$ cat src/rtl/noc_pkg.sv
// Shared router definitions: flit field layout, flit types, port indices,
// switch-arbiter state encoding and the timestamp age comparison.
package noc_pkg;

   localparam int FLIT_W      = 40;

   localparam int SRC_MSB     = 39;
   localparam int SRC_LSB     = 36;
   localparam int DST_MSB     = 35;
   localparam int DST_LSB     = 32;
   localparam int TS_MSB      = 31;
   localparam int TS_LSB      = 24;
   localparam int PAYLOAD_MSB = 23;
   localparam int PAYLOAD_LSB = 2;
   localparam int TYPE_MSB    = 1;
   localparam int TYPE_LSB    = 0;

   typedef enum logic [1:0] {
      BODY   = 2'b00,
      HEAD   = 2'b01,
      TAIL   = 2'b10,
      SINGLE = 2'b11
   } flit_type_e;

   localparam logic [1:0] PORT_L = 2'd0;
   localparam logic [1:0] PORT_N = 2'd1;
   localparam logic [1:0] PORT_W = 2'd2;
   localparam logic [1:0] PORT_S = 2'd3;

   typedef enum logic {
      IDLE   = 1'b0,
      LOCKED = 1'b1
   } arb_state_e;

   // a is older than b when b is 1..127 ticks ahead of a, modulo 256
   function automatic logic ts_older(input logic [7:0] a,
                                     input logic [7:0] b);
      logic [7:0] d;
      d = b - a;
      return (d != 8'd0) && !d[7];
   endfunction

endpackage

$ cat src/rtl/rr_pick.sv
// Rotating-priority picker: first set bit of mask searching upward from
// start (mod 4), returned both one-hot and as an index.
module rr_pick (
   input  logic [3:0] mask,
   input  logic [1:0] start,
   output logic [3:0] pick,
   output logic [1:0] idx,
   output logic       any
);

   logic [1:0] j;

   always_comb begin
      pick = '0;
      idx  = 2'd0;
      any  = 1'b0;
      j    = 2'd0;
      for (int k = 0; k < 4; k++) begin
         j = start + k[1:0];
         if (!any && mask[j]) begin
            pick[j] = 1'b1;
            idx     = j;
            any     = 1'b1;
         end
      end
   end

endmodule

$ cat src/rtl/noc_out_arbiter.sv
// Per-output wormhole switch arbiter, round-robin with registered flit out.
// Define ARB_AGE_PRIO_EN to pick the oldest timestamp when idle.
module noc_out_arbiter
   import noc_pkg::*;
#(
   parameter int DATASIZE = 40,
   parameter int NPORT    = 4
) (
   input  logic                      clk,
   input  logic                      rst_n,
   input  logic [NPORT-1:0]          req,
   input  logic [NPORT*DATASIZE-1:0] data_in,
   input  logic                      full_in,
   output logic [NPORT-1:0]          grant,
   output logic [DATASIZE-1:0]       data_out,
   output logic                      valid_out,
   output logic                      locked,
   output logic [1:0]                owner,
   output logic                      proto_err
);

   arb_state_e          state_q, state_d;
   logic [1:0]          ptr_q, ptr_d;
   logic [1:0]          owner_q, owner_d;
   logic [DATASIZE-1:0] data_q, data_d;
   logic                valid_q, valid_d;
   logic                err_q, err_d;

   logic [NPORT-1:0]    req_v;
   logic [3:0]          rr_pk;
   logic [1:0]          rr_idx;
   logic                rr_any;
   logic [3:0]          idle_pk;
   logic [1:0]          idle_idx;

   logic [1:0]          win;
   logic                go;
   logic [DATASIZE-1:0] flit;
   flit_type_e          ftype;

   // requests are meaningless while reset is held
   assign req_v = rst_n ? req : '0;

   rr_pick u_rr (
      .mask  (req_v),
      .start (ptr_q),
      .pick  (rr_pk),
      .idx   (rr_idx),
      .any   (rr_any)
   );

`ifdef ARB_AGE_PRIO_EN
   logic [7:0] ts [NPORT];
   logic [3:0] elig;
   logic [3:0] age_pk;
   logic [1:0] age_idx;
   logic       age_any;

   always_comb begin
      elig = req_v;
      for (int i = 0; i < NPORT; i++)
         ts[i] = data_in[i*DATASIZE+TS_LSB +: 8];
      for (int i = 0; i < NPORT; i++)
         for (int j = 0; j < NPORT; j++)
            if (j != i && req_v[j] && ts_older(ts[j], ts[i]))
               elig[i] = 1'b0;
   end

   rr_pick u_age (
      .mask  (elig),
      .start (ptr_q),
      .pick  (age_pk),
      .idx   (age_idx),
      .any   (age_any)
   );

   // wrap-around cycles can leave no oldest flit; fall back to round-robin
   always_comb begin
      idle_pk  = age_any ? age_pk : rr_pk;
      idle_idx = age_any ? age_idx : rr_idx;
   end
`else
   always_comb begin
      idle_pk  = rr_pk;
      idle_idx = rr_idx;
   end
`endif

   always_comb begin
      state_d = state_q;
      ptr_d   = ptr_q;
      owner_d = owner_q;
      data_d  = data_q;
      valid_d = 1'b0;
      err_d   = err_q;
      grant   = '0;
      win     = 2'd0;
      go      = 1'b0;

      if (!full_in) begin
         if (state_q == IDLE) begin
            if (rr_any) begin
               grant = idle_pk;
               win   = idle_idx;
               go    = 1'b1;
            end
         end else if (req_v[owner_q]) begin
            grant[owner_q] = 1'b1;
            win            = owner_q;
            go             = 1'b1;
         end
      end

      flit  = data_in[win*DATASIZE +: DATASIZE];
      ftype = flit_type_e'(flit[TYPE_MSB:TYPE_LSB]);

      if (go) begin
         data_d  = flit;
         valid_d = 1'b1;
         if (state_q == IDLE) begin
            unique case (ftype)
               HEAD: begin
                  state_d = LOCKED;
                  owner_d = win;
               end
               SINGLE: ptr_d = win + 2'd1;
               default: begin
                  err_d = 1'b1;
                  ptr_d = win + 2'd1;
               end
            endcase
         end else begin
            unique case (ftype)
               BODY: ;
               TAIL: begin
                  state_d = IDLE;
                  ptr_d   = owner_q + 2'd1;
                  owner_d = 2'd0;
               end
               default: err_d = 1'b1;
            endcase
         end
      end
   end

   always_ff @(posedge clk or negedge rst_n) begin
      if (!rst_n) begin
         state_q <= IDLE;
         ptr_q   <= 2'd0;
         owner_q <= 2'd0;
         data_q  <= '0;
         valid_q <= 1'b0;
         err_q   <= 1'b0;
      end else begin
         state_q <= state_d;
         ptr_q   <= ptr_d;
         owner_q <= owner_d;
         data_q  <= data_d;
         valid_q <= valid_d;
         err_q   <= err_d;
      end
   end

   assign data_out  = data_q;
   assign valid_out = valid_q;
   assign locked    = (state_q == LOCKED);
   assign owner     = owner_q;
   assign proto_err = err_q;

endmodule

$ cat config.mk
export PLATFORM = sky130hd
export DESIGN_NAME = noc_out_arbiter
export DESIGN_NICKNAME = d
export VERILOG_FILES = /design/src/rtl/noc_pkg.sv /design/src/rtl/rr_pick.sv /design/src/rtl/noc_out_arbiter.sv
export SDC_FILE = /design/constraint.sdc
export NUM_CORES = 1
export LEC_CHECK = 0
export ABC_CLOCK_PERIOD_IN_PS = 4500
export CAP_MARGIN = 20
export CORE_MARGIN = 1
export CORE_UTILIZATION = 39
export DETAILED_ROUTE_END_ITERATION = 12
export HOLD_SLACK_MARGIN = 0.06
export PLACE_DENSITY_LB_ADDON = 0.2
export SETUP_SLACK_MARGIN = 0.2
export SLEW_MARGIN = 20
export SYNTH_ARGS = -nofsm -noshare
export SYNTH_HDL_FRONTEND = slang
export SYNTH_SLANG_ARGS = --single-unit
$ cat constraint.sdc
create_clock -name clk -period 4.5 [get_ports clk]
set_input_delay 0.9 -clock clk [delete_from_list [all_inputs] [get_ports clk]]
set_output_delay 0.9 -clock clk [all_outputs]
set_load 0.02 [all_outputs]
==> impl_metrics.tcl, run 1 <==
set metrics [dict create \
    synth_cell_types 59 \
    pwr-share-clk 0.088 \
    grt_pass1_wl_um 20700 \
    antenna_left 0 \
    diodes 0 \
    grt_overflow 0 \
    slew_viol_final 0 \
    crit_path_max_fanout 6 \
    skew_ns 0.00766 \
    rows 35 \
    drc 0 \
    synthMuxAreaShare 0.0494 \
    die-area_sq_mm 0.0101 \
    worst-path-buf-inv 2 \
    total_power_mw 2.93 \
    clock_latency_ns 0.29 \
    p_leak_nw 2.77 \
    synth_top_family_by_area "simple AND/OR/NAND/NOR gates" \
    r2r_cells 9 \
    wl_per_cell_um 14.9 \
    stdcell_count 884 \
    die_w_um 100 \
    r2r-start "locked" \
    holdWs_ns 0.468 \
    power_frac_comb 0.645 \
    clk_pin_slew_worst_paths_ns 0.08 \
    synth-xor-area-share 0.00697 \
    crit_cells 7 \
    root_buffer "clkbuf_8" \
    hold_viol_final 0 \
    avgSynthCellArea_sq_um 6.78 \
    place.gp.congestion 0.854 \
    grt_util_all_layers 0.258 \
    ctsHoldBuffers 0 \
    internal-power_mw 1.59 \
    power.density_mw_per_mm2 474 \
    ys_warn_count 0 \
    dp_hpwl_um 9940 \
    synth_enable_flop_cells 0 \
    synth_ff_type "dfrtp_1" \
    dr.pass1.iters 4 \
    placedCellCount 876 \
    cp_slowest_cell "mux4_2" \
    synth-async-reset-ratio 1.00 \
    synthAdderAreaFrac 0.0265 \
    setup_tns_ns 0 \
    pin_count 216 \
    grt_pass1_vias 4336 \
    status "completed" \
    coreArea_sq_mm 0.00928 \
    synthToLayoutAreaGrowth_pct 63.6 \
    die_y_um 100 \
    synth_commonest_cells "nand2_1 (241), nand3_1 (115), dfrtp_1 (47), clkbuf_1 (33), nand2b_1 (10)" \
    finalCritPeriodShare 0.911 \
    vias 4590 \
    cts_made_buffers 5 \
    power.share.sequential 0.267 \
    cts_tree "yes" \
    grt_max_degree 59 \
    drt-total-wl_um 13200 \
    cts_buffer_depth 2 \
    max_stage_delay_ns 0.56 \
    critPathRequiredTime_ns 3.60 \
    netlist_area_sq_mm 0.00377 \
    maxCapViolations 0 \
    maxSlewHeadroom 0.522 \
    start_kind "primary input" \
    endpoint_kind "output port" \
    period_needed_ns 4.10 \
    placedInstanceArea_sq_mm 0.00606 \
    synth_top_area_share 0.312 \
    synth_nets 731 \
    clock-sinks 47 \
    antenna_found_initial 0 \
    rsz0062_at_grt "no" \
    critPathLaunch "req[3]" \
    initial_core_util 0.406 \
    fillers 854 \
    first_iter_violations 178 \
    synth_most_common_cell "nand2_1" \
    path_cells "clkdlybuf4s50_1 -> mux4_2 -> and2_1 -> nor2_2 -> a221oi_1 -> a221oi_1 -> dlygate4sd2_1" \
    regToRegSetupSlack_ns 0.96 \
    switching_share 0.455 \
    synth-compound-area-share 0.103 \
    vias_per_cell 5.19 \
    setup.worst_path.class "primary input to output port" \
    yosys.area_share.simple 0.449 \
    htree_levels 2 \
    arrival_ns 3.20 \
    crit_family "buffers and inverters" \
    synth_area_leader_cell "dfrtp_1" \
    fmax_mhz 244 \
    drive_above_1_share 0.0649 \
    holdCritPathClass "flip-flop to flip-flop" \
    ir_worst_vdd_uv 180 \
    design_area_sq_mm 0.00617 \
    cpMostUsedCell "a221oi_1" \
    synthTopCellsByArea "dfrtp_1 (31%), nand2_1 (24%), nand3_1 (15%)" \
    cp-endpoint "grant[1]" \
    tightest_slew_ns 0.718 \
    synthCells 556 \
    rr_endpoint "ptr_q[0]" \
    yosysSeqAreaShare 0.312 \
    switchingPower_mw 1.33 \
    setup_viol 0 \
    portBuffers 215 \
    ys_ff_latch 47 \
    layout.nets 929 \
]
## worst min path at each step
stage	start	to	slack (ns)	depth (start not counted)
after floorplan	proto_err	proto_err	0.57	1
after global placement	proto_err	proto_err	0.44	1
after detailed placement	proto_err	proto_err	0.46	1
after CTS	proto_err	proto_err	0.47	1
after global routing	proto_err	proto_err	0.48	1
final	proto_err	proto_err	0.47	1
## layout make-up
class                      count  area [sq um]  share of cell area
clock inverter                 1          8.76             0.00142
tap                          129           161              0.0262
sequential                    47          1180               0.191
clock buffer                   7          86.3              0.0140
multi-input combinational    461          2430               0.394
inverter                       6          22.5             0.00365
timing repair buffer         233          2280               0.370
## worst reg2reg max path, stage by stage (launching register included)
cell and delay, ns:
dfrtp_1 0.81, clkinv_1 0.48, mux2i_2 0.29, nand2b_2 0.23, inv_2 0.10, buf_4 0.29
nand3_4 0.12, mux4_2 0.56, a221o_1 0.40, a22oi_2 0.19
## placed cells by master (no fill, tap or decap), types with 5 or more instances in the layout
cell,synthesis,routed
nand2_1,241,241
clkdlybuf4s50_1,0,210
nand3_1,115,115
dfrtp_1,47,47
buf_4,0,18
nand2b_1,10,9
ha_1,8,8
mux2i_1,7,6
nor2_1,7,6
clkbuf_8,0,6
a221oi_1,5,5
## logic make-up (layout without fill, tap and decap cells)
group / after synthesis / in the layout
AO/OA/AOI/OAI: 47 / 47
XOR/XNOR: 3 / 3
adder cells (fa/ha/maj): 8 / 8
buffers and inverters: 48 / 247
flip-flops: 47 / 47
multiplexers: 13 / 13
AND/OR/NAND/NOR: 390 / 390
## stage by stage
step           worst slack, ns   util
3_3_place_gp            0.0885  0.652
2_1_floorplan            0.897      -
3_5_place_dp           -0.0198  0.652
6_report                 0.400  0.665
5_1_grt                  0.233  0.665
4_1_cts                  0.216  0.663
## registers in the layout, summed over array words and instances (netlist names)
| signal | flops |
|---|---|
| data_out | 40 |
| locked | 1 |
| owner | 2 |
| proto_err | 1 |
| ptr_q | 2 |
| valid_out | 1 |
## layer usage
metal	global-route usage	vias up	routed length (um)
met4	0.0658	0	206
met3	0.0487	18	1010
met1	0.328	2099	5420
li1	-	2269	-
met5	0	-	0
met2	0.448	204	6530
## power groups by stage
stage	combinational [mW]	clock, mW	sequential, mW
after global placement	1.85	0	0.780
after global routing	2.04	0.285	0.814
after detailed placement	1.88	0	0.787
after floorplan	0.865	0	0.966
after CTS	1.89	0.271	0.781
final	1.89	0.258	0.780
## what timing repair did
| action | 4_1_cts | 5_1_grt |
|---|---|---|
| resized for setup | 3 | 5 |
| pin swaps | 0 | 0 |
| setup buffers | 0 | 0 |
| endpoints found under the setup margin | 2 | 2 |
Power figures use the tool's default switching activity.
==> run 2, diff against run 1 <==
--- a/config.mk
+++ b/config.mk
@@ -5,10 +5,11 @@
 export SDC_FILE = /design/constraint.sdc
 export NUM_CORES = 1
 export LEC_CHECK = 0
+export ABC_AREA = 1
 export ABC_CLOCK_PERIOD_IN_PS = 4500
 export CAP_MARGIN = 20
 export CORE_MARGIN = 1
-export CORE_UTILIZATION = 39
+export CORE_UTILIZATION = 40
 export DETAILED_ROUTE_END_ITERATION = 12
 export HOLD_SLACK_MARGIN = 0.06
 export PLACE_DENSITY_LB_ADDON = 0.2
==> run 2 against run 1 <==
Clock skew is 0.0036 ns higher. Final area down 0.89%. Power grew 34%. Utilization decreased by 0.59 points. Non-clock buffer count down 9. Final cell count rose by 6.0%. First-iteration DRC count rose by 19%. Global-route usage increased by 0.77 points. Routed wire length increased by 1.7%. Hold slack improved by 0.020 ns. Critical path type unchanged. Largest cell class unchanged. Largest power group unchanged.
==> impl_metrics.tcl, run 2 <==
set metrics [dict create \
    status "completed" \
    power.density_mw_per_mm2 643 \
    grt_overflow 0 \
    netlist_area_sq_mm 0.00386 \
    maxCapViolations 0 \
    drt-total-wl_um 13400 \
    setup_tns_ns 0 \
    regToRegSetupSlack_ns 1.07 \
    drive_above_1_share 0.0582 \
    vias_per_cell 5.11 \
    grt_util_all_layers 0.265 \
    period_needed_ns 4.13 \
    diodes 0 \
    clk_pin_slew_worst_paths_ns 0.10 \
    rows 35 \
    initial_core_util 0.416 \
    crit_cells 8 \
    holdCritPathClass "flip-flop to flip-flop" \
    synth_nets 789 \
    cp_slowest_cell "clkdlybuf4s50_1" \
    max_stage_delay_ns 0.66 \
    worst-path-buf-inv 2 \
    r2r_cells 15 \
    stdcell_count 937 \
    die_y_um 100 \
    first_iter_violations 211 \
    fin_util 0.659 \
    antenna_left 0 \
    crit_path_max_fanout 5 \
    endpoint_kind "output port" \
    critPathRequiredTime_ns 3.60 \
    cts_made_buffers 5 \
    die_w_um 100 \
    clock-sinks 47 \
    htree_levels 2 \
    holdPathStages 2 \
    cts_buffer_depth 2 \
    ctsHoldBuffers 0 \
    drc 0 \
    die-area_sq_mm 0.0100 \
    synth_most_common_cell "nand2_1" \
    root_buffer "clkbuf_8" \
    clock_latency_ns 0.30 \
    setup_viol 0 \
    ir_worst_vdd_uv 284 \
    rsz0062_at_grt "no" \
    fmax_mhz 242 \
    ff_latch_area_sq_mm 0.00118 \
    layout_commonest_cell "nand2_1" \
    layout.nets 982 \
    pin_count 216 \
    synth_cell_types 37 \
    placedCellCount 929 \
    grt_max_degree 49 \
    slew_viol_final 0 \
    final_cell_mix "nand2_1 (282), clkdlybuf4s50_1 (214), nand3_1 (150)" \
    ys_warn_count 0 \
    multi_input_area_sq_mm 0.00236 \
    hold_viol_final 0 \
    tightest_slew_ns 0.585 \
    wl_per_cell_um 14.3 \
    maxSlewHeadroom 0.610 \
    fillers 829 \
    yosysSeqAreaShare 0.305 \
    grt_pass1_vias 4453 \
    place.gp.congestion 0.862 \
    arrival_ns 3.23 \
    dr.pass1.iters 5 \
    portBuffers 215 \
    synth_top_area_share 0.305 \
    coreArea_sq_mm 0.00928 \
    synthCells 614 \
    dp_hpwl_um 10400 \
    synthTopCellsByArea "dfrtp_1 (30%), nand2_1 (28%), nand3_1 (20%)" \
    cts_resized 0 \
    cts_tree "yes" \
    postCtsSetupRepairBufs 0 \
    finalCritPeriodShare 0.917 \
    synth_enable_flop_cells 0 \
    p_leak_nw 2.86 \
    vias 4791 \
    synth_area_leader_cell "dfrtp_1" \
    synth_ff_type "dfrtp_1" \
    synthToLayoutAreaGrowth_pct 58.5 \
    crit_family "buffers and inverters" \
    start_kind "primary input" \
    skew_ns 0.0113 \
    antenna_found_initial 0 \
    path_cells "clkdlybuf4s50_1 -> nand2_1 -> nand3_1 -> nand4_2 -> a21oi_1 -> nand2_2 -> nor4_1 -> clkdlybuf4s50_1" \
    setup.worst_path.class "primary input to output port" \
    largest_reg_flops 40 \
    ys_ff_latch 47 \
    synth-async-reset-ratio 1.00 \
    avgSynthCellArea_sq_um 6.28 \
    synth_commonest_cells "nand2_1 (283), nand3_1 (151), dfrtp_1 (47), inv_1 (22), buf_2 (16)" \
    cpMostUsedCell "clkdlybuf4s50_1" \
    grt_pass1_wl_um 21300 \
]
## run 2: cell count changes after synthesis, moves of 6 or more
| cell | delta |
|---|---|
| nand2_2 | +12 |
| buf_2 | +13 |
| inv_1 | +18 |
| buf_6 | +6 |
| nand2b_1 | -10 |
| nand2_1 | +42 |
| nand3_1 | +36 |
| clkbuf_1 | -25 |
| mux2i_1 | -7 |
## run 2: through the flow
stage	power [mW]	instance area (sq um)	setup slack [ns]	hold WS (ns)
2_1_floorplan	2.71	3860	1.17	0.582
3_3_place_gp	3.63	6020	0.412	0.462
3_5_place_dp	3.66	6020	0.401	0.464
4_1_cts	3.95	6120	0.384	0.489
5_1_grt	4.29	6120	0.226	0.505
6_report	3.93	6120	0.374	0.488
## run 2: power breakdown
part           internal, mW  switching (mW)
combinational          1.10            1.78
clock                 0.114           0.155
sequential            0.631           0.153
## run 2: path summary, 6_finish.rpt
check / start / endpoint
worst max-delay path: req[2] / grant[3]
worst min-delay path: data_out[25] / data_out[25]
worst max register to register: ptr_q[1] / data_out[29]
worst min register to register: data_out[25] / data_out[25]
max in group asynchronous: rst_n / data_out[3]
min in group asynchronous: rst_n / data_out[30]
## run 2: cell families after synthesis
family / Yosys count / share of synthesized area
buffers and inverters: 64 / 0.0866
AO/OA/AOI/OAI: 24 / 0.0425
flip-flops: 47 / 0.305
AND/OR/NAND/NOR: 471 / 0.540
adder cells (fa/ha/maj): 8 / 0.0259
## run 2: tightest hold or removal path, cell delays in order (launching register included)
cell	delay, ns
dfrtp_1	0.35
nand2_1	0.05
nand2_1	0.06
## run 2: metal layers
metal / wire length [um] / global-route usage
met3: 961 / 0.0529
met4: 338 / 0.0870
met2: 6770 / 0.471
met1: 5330 / 0.320
met5: 0 / 0
## run 2: final cells by class
type	count	area share
multi-input combinational	503	0.385
tap	129	0.0264
clock inverter	3	0.00430
clock buffer	5	0.0113
timing repair buffer	224	0.364
sequential	47	0.192
inverter	26	0.0164
